## src/rtl/mrv1_pkg.sv

```systemverilog
// Shared constants, writeback payload type and scoreboard index helper for the MRV1 writeback path.
package mrv1_pkg;

  localparam int DATA_WIDTH    = 32;
  localparam int RF_ADDR_WIDTH = 5;
  localparam int NUM_THREADS   = 8;
  localparam int TID_WIDTH     = $clog2(NUM_THREADS);

  typedef struct packed {
    logic [TID_WIDTH-1:0]     tid;
    logic [RF_ADDR_WIDTH-1:0] addr;
    logic [DATA_WIDTH-1:0]    data;
  } wb_req_t;

  // Flat scoreboard position of a (thread, register) pair.
  function automatic logic [TID_WIDTH+RF_ADDR_WIDTH-1:0] sb_idx(
    input logic [TID_WIDTH-1:0]     tid,
    input logic [RF_ADDR_WIDTH-1:0] addr
  );
    return {tid, addr};
  endfunction

endpackage

```

## src/rtl/mrv1_wb_arb_if.sv

```systemverilog
// Writeback bus: execution-unit results in, register-file write port out, issue/hazard query.
interface mrv1_wb_arb_if
  import mrv1_pkg::*;
#(
  parameter int NUM_SRC_P = 3
) ();

  logic [NUM_SRC_P-1:0]                    src_v_i;
  logic [NUM_SRC_P-1:0]                    src_ready_o;
  logic [NUM_SRC_P-1:0][TID_WIDTH-1:0]     src_tid_i;
  logic [NUM_SRC_P-1:0][RF_ADDR_WIDTH-1:0] src_addr_i;
  logic [NUM_SRC_P-1:0][DATA_WIDTH-1:0]    src_data_i;

  logic                     rd_w_en_o;
  logic [TID_WIDTH-1:0]     rd_tid_o;
  logic [RF_ADDR_WIDTH-1:0] rd_addr_o;
  logic [DATA_WIDTH-1:0]    rd_data_o;

  logic                     iss_v_i;
  logic [TID_WIDTH-1:0]     iss_tid_i;
  logic [RF_ADDR_WIDTH-1:0] iss_rd_addr_i;

  logic [TID_WIDTH-1:0]     chk_tid_i;
  logic [RF_ADDR_WIDTH-1:0] chk_rs0_addr_i;
  logic [RF_ADDR_WIDTH-1:0] chk_rs1_addr_i;
  logic [RF_ADDR_WIDTH-1:0] chk_rd_addr_i;
  logic                     chk_stall_o;

  modport slave (
    input  src_v_i, src_tid_i, src_addr_i, src_data_i,
    output src_ready_o,
    output rd_w_en_o, rd_tid_o, rd_addr_o, rd_data_o,
    input  iss_v_i, iss_tid_i, iss_rd_addr_i,
    input  chk_tid_i, chk_rs0_addr_i, chk_rs1_addr_i, chk_rd_addr_i,
    output chk_stall_o
  );

  modport master (
    output src_v_i, src_tid_i, src_addr_i, src_data_i,
    input  src_ready_o,
    input  rd_w_en_o, rd_tid_o, rd_addr_o, rd_data_o,
    output iss_v_i, iss_tid_i, iss_rd_addr_i,
    output chk_tid_i, chk_rs0_addr_i, chk_rs1_addr_i, chk_rd_addr_i,
    input  chk_stall_o
  );

endinterface

```

## src/rtl/mrv1_rr_arb.sv

```systemverilog
// Round-robin arbiter: one-hot grant scanning upward from a pointer that moves just past each winner.
module mrv1_rr_arb #(
  parameter  int NUM_REQ_P = 3,
  localparam int PTR_W_LP  = $clog2(NUM_REQ_P)
) (
  input  logic                 clk_i,
  input  logic                 rst_i,
  input  logic [NUM_REQ_P-1:0] req_i,
  output logic [NUM_REQ_P-1:0] grant_o
);

  localparam logic [PTR_W_LP-1:0] LAST_LP = PTR_W_LP'(NUM_REQ_P - 1);

  logic [PTR_W_LP-1:0] ptr_r;
  logic [PTR_W_LP-1:0] ptr_nxt_s;
  logic [PTR_W_LP-1:0] idx_s;
  logic [PTR_W_LP-1:0] win_s;
  logic                found_s;
  logic                take_s;

  // Scan requests from the pointer, wrapping explicitly at NUM_REQ_P (not a power of two).
  always_comb begin
    grant_o = '0;
    found_s = 1'b0;
    take_s  = 1'b0;
    win_s   = '0;
    idx_s   = ptr_r;
    for (int k = 0; k < NUM_REQ_P; k++) begin
      take_s         = !found_s && req_i[idx_s];
      grant_o[idx_s] = take_s;
      win_s          = take_s ? idx_s : win_s;
      found_s        = found_s | take_s;
      idx_s          = (idx_s == LAST_LP) ? '0 : idx_s + 1'b1;
    end
    ptr_nxt_s = found_s ? ((win_s == LAST_LP) ? '0 : win_s + 1'b1) : ptr_r;
  end

  // Pointer register; only moves on a grant.
  always_ff @(posedge clk_i) begin
    if (rst_i) begin
      ptr_r <= '0;
    end else begin
      ptr_r <= ptr_nxt_s;
    end
  end

endmodule

```

## src/rtl/mrv1_wb_arb.sv

```systemverilog
// Writeback arbiter for the barrel-threaded MRV1 core: serializes unit results onto the register
// file write port through one register stage and tracks per-thread pending writes for issue hazards.
module mrv1_wb_arb
  import mrv1_pkg::*;
#(
  parameter  int DATA_WIDTH_P    = DATA_WIDTH,
  parameter  int NUM_THREADS_P   = NUM_THREADS,
  parameter  int NUM_SRC_P       = 3,
  parameter  int rf_addr_width_p = RF_ADDR_WIDTH,
  localparam int TID_WIDTH_LP    = $clog2(NUM_THREADS_P)
) (
  input  logic         clk_i,
  input  logic         rst_i,
  mrv1_wb_arb_if.slave bus
);

  localparam int SB_DEPTH_LP = NUM_THREADS_P * (2 ** rf_addr_width_p);

  logic [NUM_SRC_P-1:0]       req_s;
  logic [NUM_SRC_P-1:0]       grant_s;
  logic                       hs_s;
  wb_req_t                    sel_s;
  logic                       w_en_r;
  logic [TID_WIDTH_LP-1:0]    tid_r;
  logic [rf_addr_width_p-1:0] addr_r;
  logic [DATA_WIDTH_P-1:0]    data_r;
  logic [SB_DEPTH_LP-1:0]     pend_r;
  logic [SB_DEPTH_LP-1:0]     pend_nxt_s;
  logic [SB_DEPTH_LP-1:0]     clr_mask_s;
  logic [SB_DEPTH_LP-1:0]     set_mask_s;
  logic                       set_v_s;

  // Register 0 is never tracked, so it can never cause a stall.
  function automatic logic pend_hit(
    input logic [SB_DEPTH_LP-1:0]     pend,
    input logic [TID_WIDTH_LP-1:0]    tid,
    input logic [rf_addr_width_p-1:0] addr
  );
    return (addr != '0) && pend[sb_idx(tid, addr)];
  endfunction

  // Nothing is granted while reset is held, which also keeps the pointer at 0.
  assign req_s = rst_i ? '0 : bus.src_v_i;

  mrv1_rr_arb #(
    .NUM_REQ_P (NUM_SRC_P)
  ) u_rr_arb (
    .clk_i   (clk_i),
    .rst_i   (rst_i),
    .req_i   (req_s),
    .grant_o (grant_s)
  );

  assign bus.src_ready_o = grant_s;
  assign hs_s            = |grant_s;

  // Payload mux for the single granted source.
  always_comb begin
    sel_s = '0;
    for (int i = 0; i < NUM_SRC_P; i++) begin
      if (grant_s[i]) begin
        sel_s.tid  = bus.src_tid_i[i];
        sel_s.addr = bus.src_addr_i[i];
        sel_s.data = bus.src_data_i[i];
      end else begin
        sel_s = sel_s;
      end
    end
  end

  // Output write stage; results for x0 are consumed without a write.
  always_ff @(posedge clk_i) begin
    if (rst_i) begin
      w_en_r <= 1'b0;
      tid_r  <= '0;
      addr_r <= '0;
      data_r <= '0;
    end else begin
      w_en_r <= hs_s && (sel_s.addr != '0);
      if (hs_s) begin
        tid_r  <= sel_s.tid;
        addr_r <= sel_s.addr;
        data_r <= sel_s.data;
      end
    end
  end

  assign bus.rd_w_en_o = w_en_r;
  assign bus.rd_tid_o  = tid_r;
  assign bus.rd_addr_o = addr_r;
  assign bus.rd_data_o = data_r;

  // Scoreboard next state: clear the bit being written back, then set the issued one so set wins.
  always_comb begin
    set_v_s    = bus.iss_v_i && (bus.iss_rd_addr_i != '0);
    clr_mask_s = {{(SB_DEPTH_LP-1){1'b0}}, w_en_r} << sb_idx(tid_r, addr_r);
    set_mask_s = {{(SB_DEPTH_LP-1){1'b0}}, set_v_s} << sb_idx(bus.iss_tid_i, bus.iss_rd_addr_i);
    pend_nxt_s = (pend_r & ~clr_mask_s) | set_mask_s;
  end

  // Scoreboard register.
  always_ff @(posedge clk_i) begin
    if (rst_i) begin
      pend_r <= '0;
    end else begin
      pend_r <= pend_nxt_s;
    end
  end

  // No bypass of the clear: the operand stays hazardous while its write is on rd_*.
  assign bus.chk_stall_o = pend_hit(pend_r, bus.chk_tid_i, bus.chk_rs0_addr_i)
                         | pend_hit(pend_r, bus.chk_tid_i, bus.chk_rs1_addr_i)
                         | pend_hit(pend_r, bus.chk_tid_i, bus.chk_rd_addr_i);

endmodule

```

## src/flat_wrapper.sv

```systemverilog
// flat-port wrapper written by rule: the top's interface ports become plain ports
module mrv1_wb_arb_flat import mrv1_pkg::*;
#(
  parameter  int DATA_WIDTH_P    = DATA_WIDTH,
  parameter  int NUM_THREADS_P   = NUM_THREADS,
  parameter  int NUM_SRC_P       = 3,
  parameter  int rf_addr_width_p = RF_ADDR_WIDTH,
  localparam int TID_WIDTH_LP    = $clog2(NUM_THREADS_P)
)
  (clk_i, rst_i, bus_src_v_i, bus_src_tid_i, bus_src_addr_i, bus_src_data_i, bus_src_ready_o, bus_rd_w_en_o, bus_rd_tid_o, bus_rd_addr_o, bus_rd_data_o, bus_iss_v_i, bus_iss_tid_i, bus_iss_rd_addr_i, bus_chk_tid_i, bus_chk_rs0_addr_i, bus_chk_rs1_addr_i, bus_chk_rd_addr_i, bus_chk_stall_o);
  mrv1_wb_arb_if #(.NUM_SRC_P(NUM_SRC_P)) bus_i ();
  input  logic clk_i;
  input  logic rst_i;
  input wire logic [$bits(bus_i.src_v_i)-1:0] bus_src_v_i;
  input wire logic [$bits(bus_i.src_tid_i)-1:0] bus_src_tid_i;
  input wire logic [$bits(bus_i.src_addr_i)-1:0] bus_src_addr_i;
  input wire logic [$bits(bus_i.src_data_i)-1:0] bus_src_data_i;
  output wire logic [$bits(bus_i.src_ready_o)-1:0] bus_src_ready_o;
  output wire logic [$bits(bus_i.rd_w_en_o)-1:0] bus_rd_w_en_o;
  output wire logic [$bits(bus_i.rd_tid_o)-1:0] bus_rd_tid_o;
  output wire logic [$bits(bus_i.rd_addr_o)-1:0] bus_rd_addr_o;
  output wire logic [$bits(bus_i.rd_data_o)-1:0] bus_rd_data_o;
  input wire logic [$bits(bus_i.iss_v_i)-1:0] bus_iss_v_i;
  input wire logic [$bits(bus_i.iss_tid_i)-1:0] bus_iss_tid_i;
  input wire logic [$bits(bus_i.iss_rd_addr_i)-1:0] bus_iss_rd_addr_i;
  input wire logic [$bits(bus_i.chk_tid_i)-1:0] bus_chk_tid_i;
  input wire logic [$bits(bus_i.chk_rs0_addr_i)-1:0] bus_chk_rs0_addr_i;
  input wire logic [$bits(bus_i.chk_rs1_addr_i)-1:0] bus_chk_rs1_addr_i;
  input wire logic [$bits(bus_i.chk_rd_addr_i)-1:0] bus_chk_rd_addr_i;
  output wire logic [$bits(bus_i.chk_stall_o)-1:0] bus_chk_stall_o;
  assign bus_i.src_v_i = bus_src_v_i;
  assign bus_i.src_tid_i = bus_src_tid_i;
  assign bus_i.src_addr_i = bus_src_addr_i;
  assign bus_i.src_data_i = bus_src_data_i;
  assign bus_src_ready_o = bus_i.src_ready_o;
  assign bus_rd_w_en_o = bus_i.rd_w_en_o;
  assign bus_rd_tid_o = bus_i.rd_tid_o;
  assign bus_rd_addr_o = bus_i.rd_addr_o;
  assign bus_rd_data_o = bus_i.rd_data_o;
  assign bus_i.iss_v_i = bus_iss_v_i;
  assign bus_i.iss_tid_i = bus_iss_tid_i;
  assign bus_i.iss_rd_addr_i = bus_iss_rd_addr_i;
  assign bus_i.chk_tid_i = bus_chk_tid_i;
  assign bus_i.chk_rs0_addr_i = bus_chk_rs0_addr_i;
  assign bus_i.chk_rs1_addr_i = bus_chk_rs1_addr_i;
  assign bus_i.chk_rd_addr_i = bus_chk_rd_addr_i;
  assign bus_chk_stall_o = bus_i.chk_stall_o;
  mrv1_wb_arb #(.DATA_WIDTH_P(DATA_WIDTH_P), .NUM_THREADS_P(NUM_THREADS_P), .NUM_SRC_P(NUM_SRC_P), .rf_addr_width_p(rf_addr_width_p)) u_core (.clk_i(clk_i), .rst_i(rst_i), .bus(bus_i));
endmodule
```

## config.mk

```make
export PLATFORM = sky130hd
export DESIGN_NAME = mrv1_wb_arb_flat
export DESIGN_NICKNAME = d
export VERILOG_FILES = /design/src/rtl/mrv1_pkg.sv /design/src/rtl/mrv1_wb_arb_if.sv /design/src/rtl/mrv1_rr_arb.sv /design/src/rtl/mrv1_wb_arb.sv /design/src/flat_wrapper.sv
export SDC_FILE = /design/constraint.sdc
export NUM_CORES = 1
export LEC_CHECK = 0
export CORE_MARGIN = 5
export CORE_UTILIZATION = 50
export CTS_CLUSTER_SIZE = 24
export DETAILED_ROUTE_END_ITERATION = 7
export PLACE_DENSITY = 0.72
export SETUP_SLACK_MARGIN = 0.3
export SLEW_MARGIN = 25
export SYNTH_ARGS = -nofsm -noshare
export SYNTH_HDL_FRONTEND = slang
export SYNTH_HIERARCHICAL = 1
export SYNTH_SLANG_ARGS = --single-unit
```

## constraint.sdc

```tcl
create_clock -name clk_i -period 5.1 [get_ports clk_i]
set_input_delay 1.02 -clock clk_i [delete_from_list [all_inputs] [get_ports clk_i]]
set_output_delay 1.02 -clock clk_i [all_outputs]
set_load 0.05 [all_outputs]
```

==> impl_metrics.toml, run 1 <==
[critical_path]
arrival_ps = 3840
end_kind = "primary output"
critical_path_class = "in -> out"
worstPathMaxFanout = 11
crit_path_cell_trace = "clkdlybuf4s50_1, buf_4, buf_4, nand2_1, nor4_1, nor4_1, nand4_1, nor3_1, a2111o_1, buf_6"
required_ps = 4080
r2r.worst_path.cells = 10
r2r_slack_ps = 2320
cpMaxStageDelayCell = "clkdlybuf4s50_1"
critical-path-max-stage-delay_ps = 720
start_kind = "input pin"

[floorplan]
row_count = 69
die_w_um = 200
fp.dieH_um = 200
initial_core_util_pct = 50.8
design.core.area_sq_um = 35700
ioPinCount = 197
dieArea_sq_um = 40100

[power]
ir_worst_vdd_uv = 187
p_per_area_nw_per_um2 = 267
p_sw_share_pct = 30.1
combPwrFrac_pct = 18.4
power.share.clock_pct = 40.6
power.leakage_nw = 7.20
cellInternalPower_mw = 4.11
p_seq_share_pct = 41.0
power_mw = 5.88
p_switching_mw = 1.77

[yosys]
synthFlopType = "dfxtp_1"
ys_warn_count = 6
ys_seq_elements = 299
syn_avg_cell_area_sq_um = 8.68
synth_top_area_share_pct = 33.0
synth_cell_type_count = 56
synth-seq-area-share_pct = 33.0
ys_top_cells_by_area = "dfxtp_1, mux4_2, a21oi_1"
synth_top_area_cell = "dfxtp_1"
async_flop_share_pct = 0
synth_area_sq_um = 18100
synth-edff-count = 0
synthCells = 2087
syn_nets = 2239

[flow_run]
drv_cap = 0

[clock_tree]
root_buffer = "clkbuf_16"
cts_tree = "built"
clock_latency_ps = 530
clockBufferDepth = 3
post_cts_buffers = 0
ctsHoldBuffers = 0
cts_inserted_buffers = 34
cts.reportedPaths.clkPinSlew_ps = 60
htree_levels = 2
cts_num_sinks = 299

[grt]
grt_use_total_pct = 37.4
grt_overflow = 0
grt_pass1_vias = 18800
antenna_found_initial = 1
grt_max_degree = 233
grt_pass1_wl_mm = 117

[sta]
holdWs_ps = 488
period_share_pct = 95.3
rsz0062_at_grt = "yes"
max-slew-margin-rel_pct = 22.1
period_needed_ps = 4860
setup_viol = 0
skew_ps = 20.5
hold_viol_final = 0
max_freq_mhz = 206
maxSlewViolCount = 0
worst-slew-pin-transition_ps = 1170

[cells_and_area]
fin_area_sq_um = 22000
finish.net_count = 2387
post-route-util_pct = 61.8
drive_gt1_share_pct = 16.0
layout_commonest_cell = "nand2_1"
mostFrequentLayoutCells = "nand2_1, a21oi_1, dfxtp_1, o21ai_0, clkdlybuf4s50_1"
fillerInstances = 3133
area_growth_pct = 21.7

[placement]
gp_congestion = 1.01
dpl_cell_area_sq_um = 20800
port_buffers = 196
dpl.hpwl_mm = 53.7

[run_status]
status = "completed"

[worst_hold_path]
hp-class = "reg -> reg"
worstHoldPathCells = 2

[drt]
num_vias = 19100
drt_iter0_drc = 2679
dr.pass1.iters = 6
wl_per_cell_um = 28.9
ant_nets = 0
drt-total-wl_mm = 78.6
vias_per_cell = 7.03
drc = 0
[metal layers]
metal  part of all wire (%)  GRT usage, %  up-vias
li1                       -             -     8078
met1                     35          45.8     9116
met2                     44          57.6     1527
met3                     13          12.1      369
met4                    7.6          22.9        0
met5                      0             0        -
[final timing paths]
check | from | endpoint
setup / recovery | bus_chk_rs1_addr_i[4] | bus_chk_stall_o
hold / removal | u_core/bus.rd_data_o[1] | u_core/bus.rd_data_o[1]
setup reg to reg | u_core/u_rr_arb/ptr_r[0] | u_core/bus.rd_data_o[9]
hold reg to reg | u_core/bus.rd_data_o[1] | u_core/bus.rd_data_o[1]
[metrics by stage]
step | TNS, ps | worst slack [ps] | cells
3_3_place_gp | -293 | -293 | 2658
2_1_floorplan | 0 | 322 | 2087
3_5_place_dp | -336 | -336 | 2658
4_1_cts | 0 | 300 | 2716
5_1_grt | 0 | 220 | 2717
6_report | 0 | 237 | 2717
[power groups by stage]
stage / Sequential (mW) / Clock, mW / Combinational, mW
6_report: 2.41 / 2.39 / 1.08
5_1_grt: 2.41 / 2.52 / 1.12
4_1_cts: 2.41 / 2.41 / 1.05
3_5_place_dp: 2.46 / 0 / 1.03
3_3_place_gp: 2.46 / 0 / 1.03
2_1_floorplan: 2.57 / 0 / 0.460
[kinds of logic after synthesis]
| logic type | after synthesis | synth area share [%] |
|---|---|---|
| muxes | 268 | 26.3 |
| and+or+nand+nor | 623 | 14.9 |
| AOI/OAI and AO/OA | 709 | 21.6 |
| DFF | 299 | 33.0 |
| buffers and inverters | 188 | 4.17 |
[layout make-up]
| cell class | instances | area [sq um] | area share, % |
|---|---|---|---|
| Timing Repair Buffer | 289 | 2870 | 13.0 |
| Sequential cell | 299 | 5990 | 27.2 |
| Inverter | 11 | 41.3 | 0.187 |
| Clock inverter | 15 | 139 | 0.630 |
| Antenna cell | 1 | 2.50 | 0.0114 |
| Tap cell | 461 | 577 | 2.62 |
| Multi-Input combinational cell | 1600 | 11500 | 52.2 |
| Clock buffer | 41 | 917 | 4.16 |
[sequential cells by signal, summed over array words and instances, names as in the netlist]
name                   flops
u_core/pend_r            256
u_core/bus.rd_addr_o       5
u_core/u_rr_arb/ptr_r      2
u_core/bus.rd_data_o      32
u_core/bus.rd_w_en_o       1
u_core/bus.rd_tid_o        3
[what timing repair did]
action	CTS	global route
endpoints found under the setup margin	1	1
cloned	2	0
resized for setup	27	9
pin swaps	2	0
[critical path, delay by kind of cell]
family	cells	cell delay, ps
buf+inv	4	1390
simple gates	5	990
compound gates	1	420
[cell usage after synthesis (2+ instances only)]
cell       number
or3b_2          2
mux4_2        166
nand2_1       326
nor2b_1        18
mux2_2          3
o211ai_1        7
dfxtp_1       299
and2_1          5
o32ai_1         3
a22oi_1         3
nand4_1         3
nand3b_1        5
a211oi_1       11
a221oi_1        7
o2111ai_1       3
inv_2           2
o21ai_0       263
o311ai_0        2
a2111oi_0       8
mux2i_1        99
inv_1           9
buf_4           3
nand2b_1        9
nand3_1        13
buf_2          19
nor3b_1        18
nor3_1         41
o41ai_1         3
nor4_1          9
o221ai_1       30
a311oi_1        3
buf_6           2
buf_1          12
or2_2           3
a21oi_1       314
or3_1           3
a2bb2oi_1       2
o22ai_1        42
o21ai_1         2
nor4b_1         4
and3_1          4
clkbuf_1      141
nor2_1        153
Power figures use the tool's default switching activity.
==> run 2: changes to the inputs <==
--- a/config.mk
+++ b/config.mk
@@ -6,10 +6,10 @@
 export NUM_CORES = 1
 export LEC_CHECK = 0
 export CORE_MARGIN = 5
-export CORE_UTILIZATION = 50
+export CORE_UTILIZATION = 33
+export CTS_CLUSTER_DIAMETER = 150
 export CTS_CLUSTER_SIZE = 24
 export DETAILED_ROUTE_END_ITERATION = 7
-export PLACE_DENSITY = 0.72
 export SETUP_SLACK_MARGIN = 0.3
 export SLEW_MARGIN = 25
 export SYNTH_ARGS = -nofsm -noshare
==> impl_metrics.toml, run 2 (synthesized netlist as in run 1, its figures left out) <==
[run_status]
status = "completed"

[grt]
grt_overflow = 0
grtUsageMet2_pct = 40.8
grt_use_met1_pct = 33.6
grt_pass1_vias = 18500
grt_max_degree = 102
grt_pass1_wl_mm = 121
top_usage_layer = "met2"
grt_use_total_pct = 26.3
grt_use_met3_pct = 7.94
antenna_found_initial = 3

[clock_tree]
cts_num_sinks = 299
clock_latency_ps = 550
cts_tree = "built"
ctsHoldBuffers = 0
htree_levels = 1
clockBufferDepth = 3
cts_inserted_buffers = 16
root_buffer = "clkbuf_16"
cts.reportedPaths.clkPinSlew_ps = 90

[cells_and_area]
post-route-util_pct = 40.3
mostFrequentLayoutCells = "nand2_1, a21oi_1, dfxtp_1, o21ai_0, clkdlybuf4s50_1"
drive_gt1_share_pct = 15.0
fillerInstances = 5459
top_register = "u_core/pend_r"
multiInputGateArea_sq_um = 11500
largest_reg_flops = 256
area_growth_pct = 20.5
finish.net_count = 2379
layout_commonest_cell = "nand2_1"
regArea_sq_um = 5990

[power]
p_per_area_nw_per_um2 = 227
ir_worst_vdd_uv = 240
power_mw = 4.95
power.leakage_nw = 6.98

[floorplan]
row_count = 85
die_w_um = 244
fp.dieH_um = 244
design.core.area_sq_um = 54100
ioPinCount = 197
dieArea_sq_um = 59700
initial_core_util_pct = 33.5

[sta]
max-slew-margin-rel_pct = 22.6
setup_viol = 0
setup-tns-final_ps = 0
rsz0062_at_grt = "yes"
maxSlewViolCount = 0
max_freq_mhz = 203
hold_viol_final = 0
period_needed_ps = 4920
setup_slack_ps = 183
worst-slew-pin-transition_ps = 1160
period_share_pct = 96.4
skew_ps = 15.3

[critical_path]
worstPathMaxFanout = 13
start_kind = "input pin"
required_ps = 4080
critical_path_class = "in -> out"
end_kind = "primary output"
arrival_ps = 3900

[drt]
ant_nets = 0
drt_iter0_drc = 2667
drc = 0
dr.pass1.iters = 6
wl_per_cell_um = 28.1
drt-total-wl_mm = 82.3
vias_per_cell = 6.46
num_vias = 18900

[worst_hold_path]
hp-class = "reg -> reg"

[placement]
dpl.hpwl_mm = 57.1
port_buffers = 196
gp_congestion = 1.00
dp_slack_ps = -393

[flow_run]
drv_cap = 0
run 2: final timing paths:
path | startpoint | endpoint | cells after the start | slack (ps)
hold / removal | u_core/bus.rd_data_o[21] | u_core/bus.rd_data_o[21] | 2 | 500
setup / recovery | bus_chk_rd_addr_i[2] | bus_chk_stall_o | 10 | 180
hold reg to reg | u_core/bus.rd_data_o[21] | u_core/bus.rd_data_o[21] | 2 | 500
setup reg to reg | u_core/u_rr_arb/ptr_r[1] | u_core/bus.rd_w_en_o | 7 | 2610
run 2: area by class of cell:
class,instances,share of cell area (%)
clock buffer,17,1.95
timing repair buffer,299,13.7
inverter,11,0.201
clock inverter,1,0.0745
tap,696,3.99
multi-input combinational,1600,52.7
sequential,299,27.4
antenna,3,0.0344
run 2: report_power, final:
part           switching [mW]  internal [mW]
Clock                   0.836          0.606
Sequential             0.0385           2.37
Combinational           0.696          0.399
Total                    1.57           3.38
run 2: metrics by stage:
step                instances  area (sq um)  hold WS, ps
floorplan                2087         18100          470
global placement         2900         21100          477
detailed placement       2900         21100          479
CTS                      2922         21800          497
global route             2923         21800          518
finish                   2926         21800          496
run 2: what timing repair did:
action                                  in CTS  in global routing
pin swaps                                    2                  0
endpoints found under the setup margin       1                  1
gates cloned                                 3                  1
gates resized for setup                     33                  8
setup buffers                                1                  0
endpoints found under the hold margin        0                  0
run 2: critical path, stage by stage:
cell	delay, ps
clkdlybuf4s50_1	680
or2_4	370
buf_4	200
o221ai_1	140
o22ai_1	230
nor2_1	120
a211oi_1	350
nor4_1	100
a2111o_1	470
buf_6	190
run 2: per-layer routing:
metal | up-vias | part of all wire [%] | wire, um
li1 | 8061 | - | -
met1 | 9122 | 37 | 30700
met2 | 1449 | 44 | 35800
met3 | 275 | 13 | 10800
met4 | 0 | 6.1 | 5040
met5 | - | 0 | 0
==> run 3: changes to the inputs <==
--- a/config.mk
+++ b/config.mk
@@ -11,7 +11,6 @@
 export CTS_CLUSTER_SIZE = 24
 export DETAILED_ROUTE_END_ITERATION = 7
 export SETUP_SLACK_MARGIN = 0.3
-export SLEW_MARGIN = 25
 export SYNTH_ARGS = -nofsm -noshare
 export SYNTH_HDL_FRONTEND = slang
 export SYNTH_HIERARCHICAL = 1
==> impl_metrics.toml, run 3 (synthesized netlist as in run 1, its figures left out) <==
[cells_and_area]
drive_gt1_share_pct = 14.7
largest_reg_flops = 256
top_register = "u_core/pend_r"
area_growth_pct = 20.2
layout_commonest_cell = "nand2_1"
final_cells = 2923
post-route-util_pct = 40.2
finish.net_count = 2378
mostFrequentLayoutCells = "nand2_1, a21oi_1, dfxtp_1, o21ai_0, clkdlybuf4s50_1"
fin_area_sq_um = 21800

[placement]
gp_congestion = 1.00
dpl_cell_area_sq_um = 21100
post-place-cells = 2900
port_buffers = 196
dpl.hpwl_mm = 57.1

[critical_path]
arrival_ps = 3830
required_ps = 4080
start_kind = "input pin"
worstPathMaxFanout = 13
critical_path_class = "in -> out"
end_kind = "primary output"

[grt]
grt_pass1_vias = 18600
grt_max_degree = 102
grt_overflow = 0
antenna_found_initial = 1
grt_pass1_wl_mm = 121
grt_use_total_pct = 26.3

[flow_run]
drv_cap = 0

[drt]
num_vias = 19000
drt_iter0_drc = 2671
dr.pass1.iters = 6
vias_per_cell = 6.50
ant_nets = 0
drt-total-wl_mm = 82.3
wl_per_cell_um = 28.2
drc = 0

[clock_tree]
clock_latency_ps = 550
clockBufferDepth = 3
cts_tree = "built"
cts.reportedPaths.clkPinSlew_ps = 80
ctsHoldBuffers = 0
cts_inserted_buffers = 16
cts_num_sinks = 299
htree_levels = 1
root_buffer = "clkbuf_16"

[floorplan]
design.core.area_sq_um = 54100
dieArea_sq_um = 59700
fp.dieH_um = 244
initial_core_util_pct = 33.5
row_count = 85
ioPinCount = 197
die_w_um = 244

[sta]
hold_viol_final = 0
max-slew-margin-rel_pct = 7.20
worst-slew-pin-transition_ps = 1390
setup_viol = 0
max_freq_mhz = 206
holdWs_ps = 494
setup-tns-final_ps = 0
period_share_pct = 95.2
rsz0062_at_grt = "yes"
skew_ps = 33.0
maxSlewViolCount = 0
period_needed_ps = 4850

[power]
p_seq_share_pct = 48.6
cellInternalPower_mw = 3.38
p_per_area_nw_per_um2 = 228
ir_worst_vdd_uv = 192
power.leakage_nw = 6.96
power.share.clock_pct = 29.4
combPwrFrac_pct = 22.0
p_sw_share_pct = 31.9
p_switching_mw = 1.58

[worst_hold_path]
hp-class = "reg -> reg"

[run_status]
status = "completed"
## run 3: final timing paths
path | cells after the start | endpoint | start | slack (ps)
max | 10 | bus_chk_stall_o | bus_chk_rd_addr_i[2] | 250
min | 2 | u_core/bus.rd_data_o[5] | u_core/bus.rd_data_o[5] | 490
max reg2reg | 4 | u_core/pend_r[47] | u_core/bus.rd_addr_o[0] | 2400
min reg2reg | 2 | u_core/bus.rd_data_o[5] | u_core/bus.rd_data_o[5] | 490
## run 3: stage by stage
stage               setup slack (ps)  total power [mW]
finish                           247              4.96
global route                     185              5.11
global placement                -445              3.50
floorplan                        322              3.03
detailed placement              -332              3.51
CTS                              304              4.95
## run 3: worst max-delay path, cell delays in order
cell and delay [ps]:
clkdlybuf4s50_1 690, or2_4 360, buf_4 200, o221ai_1 150
o22ai_1 220, nor2_1 130, a211oi_1 320, nor4_1 100
a2111o_1 470, buf_6 190
## run 3: layout make-up
type	count	area (sq um)
Antenna cell	1	2.50
Clock buffer	17	425
Clock inverter	1	16.3
Fill cell	5456	32400
Inverter	11	43.8
Multi-Input combinational cell	1600	11500
Sequential cell	299	5990
Tap cell	696	871
Timing Repair Buffer	298	2950
## run 3: what timing repair did
item,in CTS,in global routing
pin swaps,2,1
gates resized for setup,32,9
setup buffers,1,0
cloned,2,1
endpoints found under the setup margin,1,1
## run 3: metal layers
layer | routed length (um) | GRT usage [%] | part of all wire (%)
met5 | 0 | 0 | 0
met4 | 4930 | 13.2 | 6.0
met3 | 10800 | 7.58 | 13
met2 | 36000 | 40.6 | 44
met1 | 30600 | 33.8 | 37
## run 3: power by group through the flow
stage          Sequential (mW)  Combinational, mW  Clock [mW]
2_1_floorplan             2.57              0.460           0
3_3_place_gp              2.46               1.04           0
3_5_place_dp              2.46               1.04           0
4_1_cts                   2.41               1.06        1.48
5_1_grt                   2.42               1.13        1.56
6_report                  2.41               1.09        1.46
